<file path="src/rtl/dac_spi_frame_rx.sv">
// SPI slave for the DRS-board DAC write stream on the loopback/monitor path.
// Synchronizes CS/SCK/SDI, shifts 24-bit MSB-first frames, decodes
// cmd/addr/data, keeps shadow copies of the five DAC channels, and reports
// frame errors plus a "channel set complete" status.
module dac_spi_frame_rx #(
  parameter int SYNC_STAGES = 2,
  parameter int FRAME_BITS  = 24
) (
  input  logic        clk,
  input  logic        rst,
  input  logic        DAC_CS,
  input  logic        DAC_SCK,
  input  logic        DAC_SDI,
  input  logic        clear_status,
  output logic        frame_valid,
  output logic        frame_err,
  output logic [3:0]  frame_cmd,
  output logic [3:0]  frame_addr,
  output logic [15:0] frame_data,
  output logic [15:0] DAC_ROFS,
  output logic [15:0] DAC_OOFS,
  output logic [15:0] DAC_BIAS,
  output logic [15:0] DAC_CALP,
  output logic [15:0] DAC_CALN,
  output logic [7:0]  ctrl_cnt,
  output logic        all_set
);

  localparam logic [3:0] CMD_WRITE_UPDATE = 4'b0011;
  localparam logic [3:0] CMD_CTRL         = 4'b0100;

  localparam logic [3:0] ADDR_ROFS = 4'd3;
  localparam logic [3:0] ADDR_OOFS = 4'd7;
  localparam logic [3:0] ADDR_BIAS = 4'd6;
  localparam logic [3:0] ADDR_CALP = 4'd2;
  localparam logic [3:0] ADDR_CALN = 4'd1;

  // Written-mask bit positions, one per shadow channel.
  localparam int CH_ROFS = 0;
  localparam int CH_OOFS = 1;
  localparam int CH_BIAS = 2;
  localparam int CH_CALP = 3;
  localparam int CH_CALN = 4;

  localparam logic [4:0] CNT_SAT = 5'd31;

  typedef enum logic [1:0] {
    IDLE  = 2'd0,
    SHIFT = 2'd1,
    EVAL  = 2'd2
  } state_t;

  // ---------------------------------------------------------------------
  // Input synchronizers and edge detection
  // ---------------------------------------------------------------------
  logic [SYNC_STAGES-1:0] cs_sync;
  logic [SYNC_STAGES-1:0] sck_sync;
  logic [SYNC_STAGES-1:0] sdi_sync;
  logic                   cs_q;
  logic                   sck_q;
  logic                   cs_s;
  logic                   sck_s;
  logic                   sdi_s;
  logic                   cs_fall;
  logic                   cs_rise;
  logic                   sck_rise;

  // Equal-depth synchronizer chains so SDI stays aligned with SCK.
  // NOTE: CS stages (and the CS history bit) reset to 1, the idle level, so
  // leaving reset with CS already high never looks like a rising edge.
  always_ff @(posedge clk or negedge rst) begin
    if (!rst) begin
      cs_sync  <= '1;
      sck_sync <= '0;
      sdi_sync <= '0;
      cs_q     <= 1'b1;
      sck_q    <= 1'b0;
    end else begin
      // NOTE: non-blocking assignments make every stage sample the previous
      // stage's old value, which is what turns this into a shift chain.
      cs_sync  <= {cs_sync[SYNC_STAGES-2:0], DAC_CS};
      sck_sync <= {sck_sync[SYNC_STAGES-2:0], DAC_SCK};
      sdi_sync <= {sdi_sync[SYNC_STAGES-2:0], DAC_SDI};
      cs_q     <= cs_s;
      sck_q    <= sck_s;
    end
  end

  assign cs_s     = cs_sync[SYNC_STAGES-1];
  assign sck_s    = sck_sync[SYNC_STAGES-1];
  assign sdi_s    = sdi_sync[SYNC_STAGES-1];
  assign cs_fall  = cs_q & ~cs_s;
  assign cs_rise  = ~cs_q & cs_s;
  assign sck_rise = ~sck_q & sck_s;

  // ---------------------------------------------------------------------
  // Frame FSM
  // ---------------------------------------------------------------------
  state_t state;
  state_t state_next;

  // State register.
  always_ff @(posedge clk or negedge rst) begin
    if (!rst) state <= IDLE;
    else      state <= state_next;
  end

  // Next-state logic: IDLE waits for CS fall, SHIFT runs until CS rise,
  // EVAL lasts exactly one cycle.
  always_comb begin
    // NOTE: a default on every path keeps this block purely combinational;
    // a missing branch assignment would infer a latch.
    state_next = state;
    unique case (state)
      IDLE:    if (cs_fall) state_next = SHIFT;
      SHIFT:   if (cs_rise) state_next = EVAL;
      EVAL:    state_next = IDLE;
      default: state_next = IDLE;
    endcase
  end

  // ---------------------------------------------------------------------
  // Shift register and bit counter
  // ---------------------------------------------------------------------
  logic [23:0] shift;
  logic [4:0]  bit_cnt;

  // Capture SDI on each SCK rise while framed; an SCK rise in the same cycle
  // as CS rise belongs to no frame and is dropped.
  always_ff @(posedge clk or negedge rst) begin
    if (!rst) begin
      shift   <= '0;
      bit_cnt <= '0;
    end else begin
      if (state == IDLE && cs_fall) begin
        shift   <= '0;
        bit_cnt <= '0;
      end else if (state == SHIFT && !cs_rise && sck_rise) begin
        shift <= {shift[22:0], sdi_s};
        if (bit_cnt != CNT_SAT) bit_cnt <= bit_cnt + 5'd1;
      end
    end
  end

  // ---------------------------------------------------------------------
  // Frame decode
  // ---------------------------------------------------------------------
  logic       eval_ok;
  logic       eval_bad;
  logic [3:0] rx_cmd;
  logic [3:0] rx_addr;
  logic [4:0] wr_sel;
  logic       ctrl_inc;
  logic [4:0] mask;
  logic [4:0] mask_next;
  logic [7:0] ctrl_next;

  assign eval_ok  = (state == EVAL) && (bit_cnt == 5'(FRAME_BITS));
  assign eval_bad = (state == EVAL) && (bit_cnt != 5'(FRAME_BITS));
  assign rx_cmd   = shift[23:20];
  assign rx_addr  = shift[19:16];
  assign ctrl_inc = eval_ok && (rx_cmd == CMD_CTRL);

  // One-hot shadow write select for a good write-and-update frame.
  always_comb begin
    wr_sel = '0;
    if (eval_ok && rx_cmd == CMD_WRITE_UPDATE) begin
      unique case (rx_addr)
        ADDR_ROFS: wr_sel[CH_ROFS] = 1'b1;
        ADDR_OOFS: wr_sel[CH_OOFS] = 1'b1;
        ADDR_BIAS: wr_sel[CH_BIAS] = 1'b1;
        ADDR_CALP: wr_sel[CH_CALP] = 1'b1;
        ADDR_CALN: wr_sel[CH_CALN] = 1'b1;
        default:   wr_sel = '0;
      endcase
    end
  end

  // Status update: clear_status acts first, then this cycle's frame.
  always_comb begin
    mask_next = (clear_status ? 5'd0 : mask) | wr_sel;
    ctrl_next = (clear_status ? 8'd0 : ctrl_cnt) + {7'd0, ctrl_inc};
  end

  // Result pulses, decoded fields and status registers.
  always_ff @(posedge clk or negedge rst) begin
    if (!rst) begin
      frame_valid <= 1'b0;
      frame_err   <= 1'b0;
      frame_cmd   <= '0;
      frame_addr  <= '0;
      frame_data  <= '0;
      mask        <= '0;
      all_set     <= 1'b0;
      ctrl_cnt    <= '0;
    end else begin
      frame_valid <= eval_ok;
      frame_err   <= eval_bad;
      if (eval_ok) begin
        frame_cmd  <= rx_cmd;
        frame_addr <= rx_addr;
        frame_data <= shift[15:0];
      end
      mask     <= mask_next;
      all_set  <= &mask_next;
      ctrl_cnt <= ctrl_next;
    end
  end

  // Shadow copies of the five DAC channels.
  always_ff @(posedge clk or negedge rst) begin
    if (!rst) begin
      DAC_ROFS <= '0;
      DAC_OOFS <= '0;
      DAC_BIAS <= '0;
      DAC_CALP <= '0;
      DAC_CALN <= '0;
    end else begin
      if (wr_sel[CH_ROFS]) DAC_ROFS <= shift[15:0];
      if (wr_sel[CH_OOFS]) DAC_OOFS <= shift[15:0];
      if (wr_sel[CH_BIAS]) DAC_BIAS <= shift[15:0];
      if (wr_sel[CH_CALP]) DAC_CALP <= shift[15:0];
      if (wr_sel[CH_CALN]) DAC_CALN <= shift[15:0];
    end
  end

endmodule

</file>
<file path="config.mk">
export PLATFORM = sky130hd
export DESIGN_NAME = dac_spi_frame_rx
export DESIGN_NICKNAME = d
export VERILOG_FILES = /design/src/rtl/dac_spi_frame_rx.sv
export SDC_FILE = /design/constraint.sdc
export NUM_CORES = 1
export LEC_CHECK = 0
export ABC_AREA = 1
export CAP_MARGIN = 25
export CORE_MARGIN = 2
export CORE_UTILIZATION = 40
export CTS_BUF_LIST = sky130_fd_sc_hd__clkbuf_8
export DETAILED_ROUTE_END_ITERATION = 8
export RECOVER_POWER = 25
export SYNTH_ARGS = -nofsm -noshare
export SYNTH_HDL_FRONTEND = slang
export SYNTH_SLANG_ARGS = --single-unit
</file>
<file path="constraint.sdc">
create_clock -name clk -period 3 [get_ports clk]
set_clock_uncertainty 0.15 [all_clocks]
set_input_delay 0.6 -clock clk [delete_from_list [all_inputs] [get_ports clk]]
set_output_delay 0.6 -clock clk [all_outputs]
set_load 0.02 [all_outputs]
</file>
==> results of run 1 <==
[power by group through the flow]
stage	registers, W	logic [W]	clock network (W)
floorplan	0.00225	0.000122	0
global placement	0.00225	0.000225	0
detailed placement	0.00225	0.000232	0
CTS	0.00221	0.000234	0.00173
global route	0.00221	0.000260	0.00181
finish	0.00221	0.000226	0.00168
[final cells by class]
cell class,count,area share (%)
well taps,188,2.971
inverters,64,3.034
clock buffers,17,2.955
repair buffers,130,16.40
clock inverters,15,2.465
multi-input cells,373,21.87
flip-flops and latches,159,50.30
[kinds of logic (layout without fill, tap and decap cells)]
group	after synthesis	in the layout	synth area share, %
simple gates	251	251	17.14
flops	159	159	65.04
compound gates	111	111	9.256
buf+inv	90	226	6.681
xor+xnor	6	6	0.8582
fa+ha+maj	5	5	1.022
[per-stage QoR]
stage / total power, W / std cells / worst slack [ps]
floorplan: 0.002369 / 622 / 500.7
global placement: 0.002472 / 913 / 536.7
detailed placement: 0.002481 / 913 / 444.2
CTS: 0.004168 / 946 / 419.8
global route: 0.004283 / 946 / 229.8
finish: 0.004117 / 946 / 417.3
[placed cells by master, fill, tap and decap left out, types with 3 or more instances in the layout]
| cell | instances |
|---|---|
| a21oi_1 | 5 |
| buf_4 | 7 |
| bufinv_16 | 4 |
| clkbuf_8 | 17 |
| clkdlybuf4s50_1 | 116 |
| clkinv_4 | 3 |
| clkinvlp_4 | 3 |
| dfrtp_1 | 156 |
| dlygate4sd3_1 | 4 |
| ha_1 | 5 |
| inv_1 | 64 |
| nand2_1 | 142 |
| nand3_1 | 11 |
| nand3_2 | 5 |
| nor2_1 | 64 |
| nor3_1 | 25 |
| o21ai_0 | 61 |
| o21ai_1 | 42 |
| o21ai_2 | 3 |
| xor2_1 | 4 |
[layer usage]
layer / global-route usage [%] / up-vias / part of all wire [%] / wire length, microns
met2: 27.37 / 104 / 46 / 6431
met4: 5.753 / 0 / 1.0 / 142
met1: 25.91 / 2174 / 49 / 6769
li1: - / 2220 / - / -
met5: 0 / - / 0 / 0
met3: 4.758 / 11 / 3.8 / 521
[worst max-delay path, delay by kind of cell, from the launching register on]
family,cells,cell delay (ps)
XOR/XNOR,1,160
adder cells (fa/ha/maj),3,480
buffers and inverters,4,260
flip-flops,1,410
AND/OR/NAND/NOR,6,990
[sequential cells by signal, summed over array words and instances (netlist names)]
signal,count
state,2
bit_cnt,5
frame_cmd,4
sck_sync,2
DAC_OOFS,16
frame_valid,1
frame_err,1
DAC_ROFS,16
DAC_CALP,16
frame_addr,4
cs_q,1
DAC_CALN,16
sdi_sync,2
DAC_BIAS,16
all_set,1
frame_data,16
shift,24
ctrl_cnt,8
cs_sync,2
mask,5
sck_q,1
[timing repair]
action,in CTS,in global routing
setup endpoints to repair,0,0
hold endpoints to repair,54,0
resized for setup,0,0
hold buffers,1,0
[path summary, 6_finish.rpt]
kind | startpoint | end | slack [ps] | cells past startpoint
worst min register to register | sdi_sync[0] | sdi_sync[1] | 200 | 0
worst min-delay path | sdi_sync[0] | sdi_sync[1] | 200 | 0
max in group asynchronous | rst | cs_sync[0] | 820 | 3
worst max register to register | bit_cnt[0] | ctrl_cnt[6] | 420 | 14
worst max-delay path | bit_cnt[0] | ctrl_cnt[6] | 420 | 14
min in group asynchronous | rst | DAC_ROFS[5] | 870 | 2
==> key figures, run 1 <==
Clock network
  • Setup Buffers After CTS: 0
  • Reg clk slew, reported paths: 80 ps
  • Htree depth: 4
  • CTS Root Buffer Type: clkbuf_8
  • CTS tree: done
  • Longest Clk Path Bufs: 2
  • Num CTS Buffers: 17
  • Clock sink count: between 150 and 200
  • Worst skew pair latency: 460 ps

Place
  • IO buf count: 120
  • DP Area: about 7500 sq um
  • GPL Wtd Cong: 0.8007
  • Dpl hpwl: roughly 10 mm

Power and ir drop
  • Leakage: 3.657 nW
  • Power Density: approximately 520 nW/um^2
  • VDD IR-drop max: roughly 0.26 mV
  • Pint: approximately 0.0031 W
  • Switching Fraction: 23.81%
  • Combinational Power Share: 5.5%
  • Reg power frac: 53.6%
  • Clk network pwr share: 40.9%
  • Sw power: 0.0009804 W

Setup path
  • WS Path Type: reg2reg
  • Worst-path fanout max: 7
  • Critical-path top delay cell: dfrtp_1
  • Crit end category: register
  • Arrival time at the worst endpoint: ~2800 ps
  • Delay of the slowest critical-path stage: 410 ps
  • Critical path launch point type: register
  • Crit-path cells: inv_1, ha_1, nand2_1, inv_1, nand2_1, nor2_4, inv_2, nor3_1, ha_1, ha_1, inv_1, nor3_1, nand3_1, xor2_1
  • CP Data Required Time: 3190 ps

Floorplanning
  • Initial Utilization: 40.58%
  • Die Height: 127.7 microns
  • Chip Width: between 100 and 150 microns
  • Core area: 15090 sq um
  • Die area: about 16000 sq um
  • # rows: 45
  • Top Ports: between 100 and 150

GRT
  • Total track usage: 18.15%
  • First-pass GRT wire length: 22.70 mm
  • Gr ovfl total: 0
  • Initial antenna violation count: 0
  • Vias in the first global route: ~4300
  • Largest net degree at the start of global routing: 57

Synth
  • Share of the synthesized area in the top cell type: 63.75%
  • Synthesized instance count: 622
  • Netlist Area Pre-Place: 6123 sq um
  • Post-Syn Nets: 633
  • Top area cells in the synthesized netlist: dfrtp_1 64%, nand2_1 8.7%, o21ai_0 5.0%, nor2_1 3.9%, inv_1 3.8%
  • Most used DFF post-synth: dfrtp_1
  • Ys async rst share: 100.0%
  • Synth area leader: dfrtp_1
  • Synth cell count leaders: 156 x dfrtp_1, 142 x nand2_1, 64 x nor2_1, 62 x inv_1, 61 x o21ai_0
  • Synth cell types: 25
  • Seq/Total Area, Yosys: between 60% and 70%
  • Most frequent cell after synthesis: dfrtp_1
  • Syn_area_per_cell: 9.845 sq um
  • Ys Warns: 0
  • FF+latch count, synth: 159
  • EDFF count, synth: 0

Route
  • Vias: about 4500
  • WL/cell: about 15 microns
  • Vias per cell: 4.766
  • Residual DRC count: 0
  • Remaining antenna violation count: 0
  • Drt pass-1 iters: 4
  • Final wirelength: between 10 and 15 mm
  • First-iteration detailed-routing DRC count: 316

Cells and area
  • Register area: 3983 sq um
  • Fin util: 52.47%
  • Footprint of the multi-input gates: 1732 sq um
  • Fill count: 1360
  • N_diodes: 0
  • Nets: 756
  • Design Area, Final: 7918 sq um
  • Area Overhead vs Synth: 29.30%
  • Share of layout cells above drive strength 1: 7.124%

Timing
  • Slew Limit Fails: 0
  • Setup TNS Final: 0 ps
  • Final worst path period need: roughly 2600 ps
  • Worst rel slew slack: 4.926%
  • Final hold vios: 0
  • Hold slack: 202.6 ps
  • Worst slew pin tran: 1426 ps
  • Peak Freq: around 390 MHz
  • RSZ-0062 raised after global routing: no
  • Tcrit/Tclk final: 86.09%
  • Final setup fails: 0

Run status
  • Outcome: finished, final reports clean

Run
  • Max-Cap Viols: 0

Min path
  • HP Class: reg2reg
Power figures use the tool's default switching activity.
==> run 2, diff against run 1 <==
--- a/config.mk
+++ b/config.mk
@@ -6,12 +6,12 @@
 export NUM_CORES = 1
 export LEC_CHECK = 0
 export ABC_AREA = 1
-export CAP_MARGIN = 25
 export CORE_MARGIN = 2
 export CORE_UTILIZATION = 40
 export CTS_BUF_LIST = sky130_fd_sc_hd__clkbuf_8
 export DETAILED_ROUTE_END_ITERATION = 8
 export RECOVER_POWER = 25
+export SETUP_SLACK_MARGIN = 0.05
 export SYNTH_ARGS = -nofsm -noshare
 export SYNTH_HDL_FRONTEND = slang
 export SYNTH_SLANG_ARGS = --single-unit
==> results of run 2 <==
Final layout, timing and power as in run 1 (identical DEF).
==> run 3, diff against run 2 <==
--- a/config.mk
+++ b/config.mk
@@ -6,6 +6,7 @@
 export NUM_CORES = 1
 export LEC_CHECK = 0
 export ABC_AREA = 1
+export CORE_ASPECT_RATIO = 0.8
 export CORE_MARGIN = 2
 export CORE_UTILIZATION = 40
 export CTS_BUF_LIST = sky130_fd_sc_hd__clkbuf_8
==> constraint.sdc (replaced) <==
create_clock -name clk -period 3 [get_ports clk]
set_clock_uncertainty 0.15 [all_clocks]
set_input_delay 0.6 -clock clk [delete_from_list [all_inputs] [get_ports clk]]
set_output_delay 0.6 -clock clk [all_outputs]
set_load 0.05 [all_outputs]
==> key figures, run 3 (same netlist as run 1, synthesis figures left out) <==
Min path
  • Hold Path End: sdi_sync[1] (unchanged)
  • Worst hold path stage count: 0 (unchanged)
  • Hold path startpoint: sdi_sync[0] (unchanged)
  • HP Class: reg2reg (unchanged)

Cells and area
  • Largest register FFs: 24 (unchanged)
  • Reg with most FFs: shift (unchanged)
  • N_diodes: 0 (unchanged)
  • Area Overhead vs Synth: 28.83% (was 29.30%)
  • Finished Layout Cells: 945 (was 946)
  • Share of layout cells above drive strength 1: 6.614% (was 7.124%)
  • Nets: 754 (was 756)
  • Most common cell after layout, fill and taps aside: dfrtp_1 (unchanged)
  • Most frequent cells in the layout: 156 x dfrtp_1, 142 x nand2_1, 116 x clkdlybuf4s50_1 (unchanged)

Clock network
  • # hold bufs at CTS: 1 (unchanged)
  • Htree depth: 4 (unchanged)
  • Reg clk slew, reported paths: 80 ps (about the same)
  • CTS Root Buffer Type: clkbuf_8 (unchanged)
  • Clock sink count: 159 (unchanged)
  • Setup Buffers After CTS: 0 (unchanged)
  • Num CTS Buffers: 17 (unchanged)
  • Longest Clk Path Bufs: 2 (unchanged)
  • Worst skew pair latency: 440 ps (was 460 ps)
  • CTS tree: done (unchanged)
  • Resize count post-CTS: 0 (unchanged)

Route
  • First-iteration detailed-routing DRC count: 358 (was 316)
  • Remaining antenna violation count: 0 (unchanged)
  • Drt pass-1 iters: 5 (was 4)
  • Vias: 4514 (was 4509)
  • Vias per cell: 4.777 (was 4.766)
  • WL/cell: 15.16 microns (was 14.66 microns)
  • Residual DRC count: 0 (unchanged)
  • Final wirelength: 14.32 mm (was 13.87 mm)

Power and ir drop
  • VDD IR-drop max: 0.2780 mV (was 0.2606 mV)
  • Leakage: 3.647 nW (was 3.657 nW)
  • Power Density: 518.3 nW/um^2 (was 520.0 nW/um^2)

Place
  • Placed cells: 912 (was 913)
  • IO buf count: 120 (unchanged)
  • Dpl hpwl: 9.780 mm (was 9.728 mm)
  • GPL Wtd Cong: 0.7750 (was 0.8007)

Setup path
  • Arrival time at the worst endpoint: 2790 ps (was 2780 ps)
  • CP Data Required Time: 3180 ps (was 3190 ps)
  • R2r setup slk: 380 ps (was 420 ps)
  • Critical path launch point type: register (unchanged)
  • Worst Reg-to-Reg Cells: 14 (unchanged)
  • WS Path Type: reg2reg (unchanged)
  • Crit Reg-Reg Startpoint: bit_cnt[0] (unchanged)
  • Crit end category: register (unchanged)
  • R2r endpoint: ctrl_cnt[6] (unchanged)
  • Worst-path fanout max: 7 (unchanged)

GRT
  • Initial antenna violation count: 0 (unchanged)
  • First-pass GRT wire length: 23.13 mm (was 22.70 mm)
  • Vias in the first global route: 4326 (was 4252)
  • Largest net degree at the start of global routing: 56 (was 57)
  • Total track usage: 18.55% (was 18.15%)
  • Gr ovfl total: 0 (unchanged)

Timing
  • Final worst path period need: 2616 ps (was 2583 ps)
  • Final setup fails: 0 (unchanged)
  • Peak Freq: 382.3 MHz (was 387.2 MHz)
  • Slew Limit Fails: 0 (unchanged)
  • Worst rel slew slack: 8.056% (was 4.926%)
  • Worst slew pin tran: 1379 ps (was 1426 ps)
  • Setup TNS Final: 0 ps (unchanged)
  • Tcrit/Tclk final: 87.19% (was 86.09%)
  • Final hold vios: 0 (unchanged)
  • RSZ-0062 raised after global routing: no (unchanged)

Floorplanning
  • # rows: 40 (was 45)
  • Die Height: 114.7 microns (was 127.7 microns)
  • Chip Width: 142.3 microns (was 127.7 microns)
  • Initial Utilization: 40.78% (was 40.58%)
  • Core area: 15010 sq um (was 15090 sq um)
  • Die area: 16320 sq um (was 16310 sq um)
  • Top Ports: 121 (unchanged)

Run
  • Max-Cap Viols: 0 (unchanged)

Run status
  • Outcome: finished, final reports clean (unchanged)
run 3: changes by cell type in the layout (fill, tap and decap cells not counted):
cell and change:
buf_4 -2, clkinv_4 -3, clkinvlp_4 +1, inv_6 -1, inv_1 +2, clkinv_2 +1
run 3: power breakdown:
part	switching (W)	total (W)	internal, W
registers	0.0000269	0.00221	0.00218
clock network	0.000748	0.00164	0.000889
logic	0.000189	0.000243	0.0000540
total	0.000964	0.00409	0.00312
run 3: layout make-up:
class / count / area (sq um)
Clock inverter: 15 / 180.2
Sequential cell: 159 / 3983
Fill cell: 1327 / 7126
Timing Repair Buffer: 128 / 1284
Tap cell: 189 / 236.5
Clock buffer: 17 / 234.0
Multi-Input combinational cell: 373 / 1732
Inverter: 64 / 240.2
run 3: how the worst max path moves through the flow:
stage | from | endpoint | slack, ps
detailed placement | bit_cnt[0] | ctrl_cnt[6] | 430
CTS | bit_cnt[0] | ctrl_cnt[6] | 370
global route | bit_cnt[0] | ctrl_cnt[6] | 180
floorplan | bit_cnt[0] | ctrl_cnt[6] | 490
global placement | bit_cnt[0] | ctrl_cnt[6] | 540
finish | bit_cnt[0] | ctrl_cnt[6] | 380
run 3: critical path: stages, from the launching register on:
cell and delay (ps):
dfrtp_1 420, inv_1 90, ha_1 160, nand2_1 50, inv_1 70, nand2_1 90, nor2_4 220, inv_2 60
nor3_1 180, ha_1 210, ha_1 150, inv_1 60, nor3_1 320, nand3_1 140, xor2_1 160
run 3: routing by layer:
metal / GRT usage, % / wire length, microns
met5: 0 / 0
met4: 6.007 / 158
met3: 4.810 / 791
met2: 25.86 / 6124
met1: 28.25 / 7249
run 3: per-stage QoR:
stage                     hold slack [ps]  util (%)  setup slack, ps  cell area (sq um)  power, W
final                               196.4     52.54            384.4               7889  0.004089
after global routing                201.4     52.54            179.7               7889  0.004282
after CTS                           199.5     52.58            371.2               7895  0.004144
after detailed placement            190.2     49.76            425.3               7471  0.002489
after global placement              185.3     49.76            544.3               7471  0.002478
after floorplan                     154.4         -            489.0               6123  0.002371
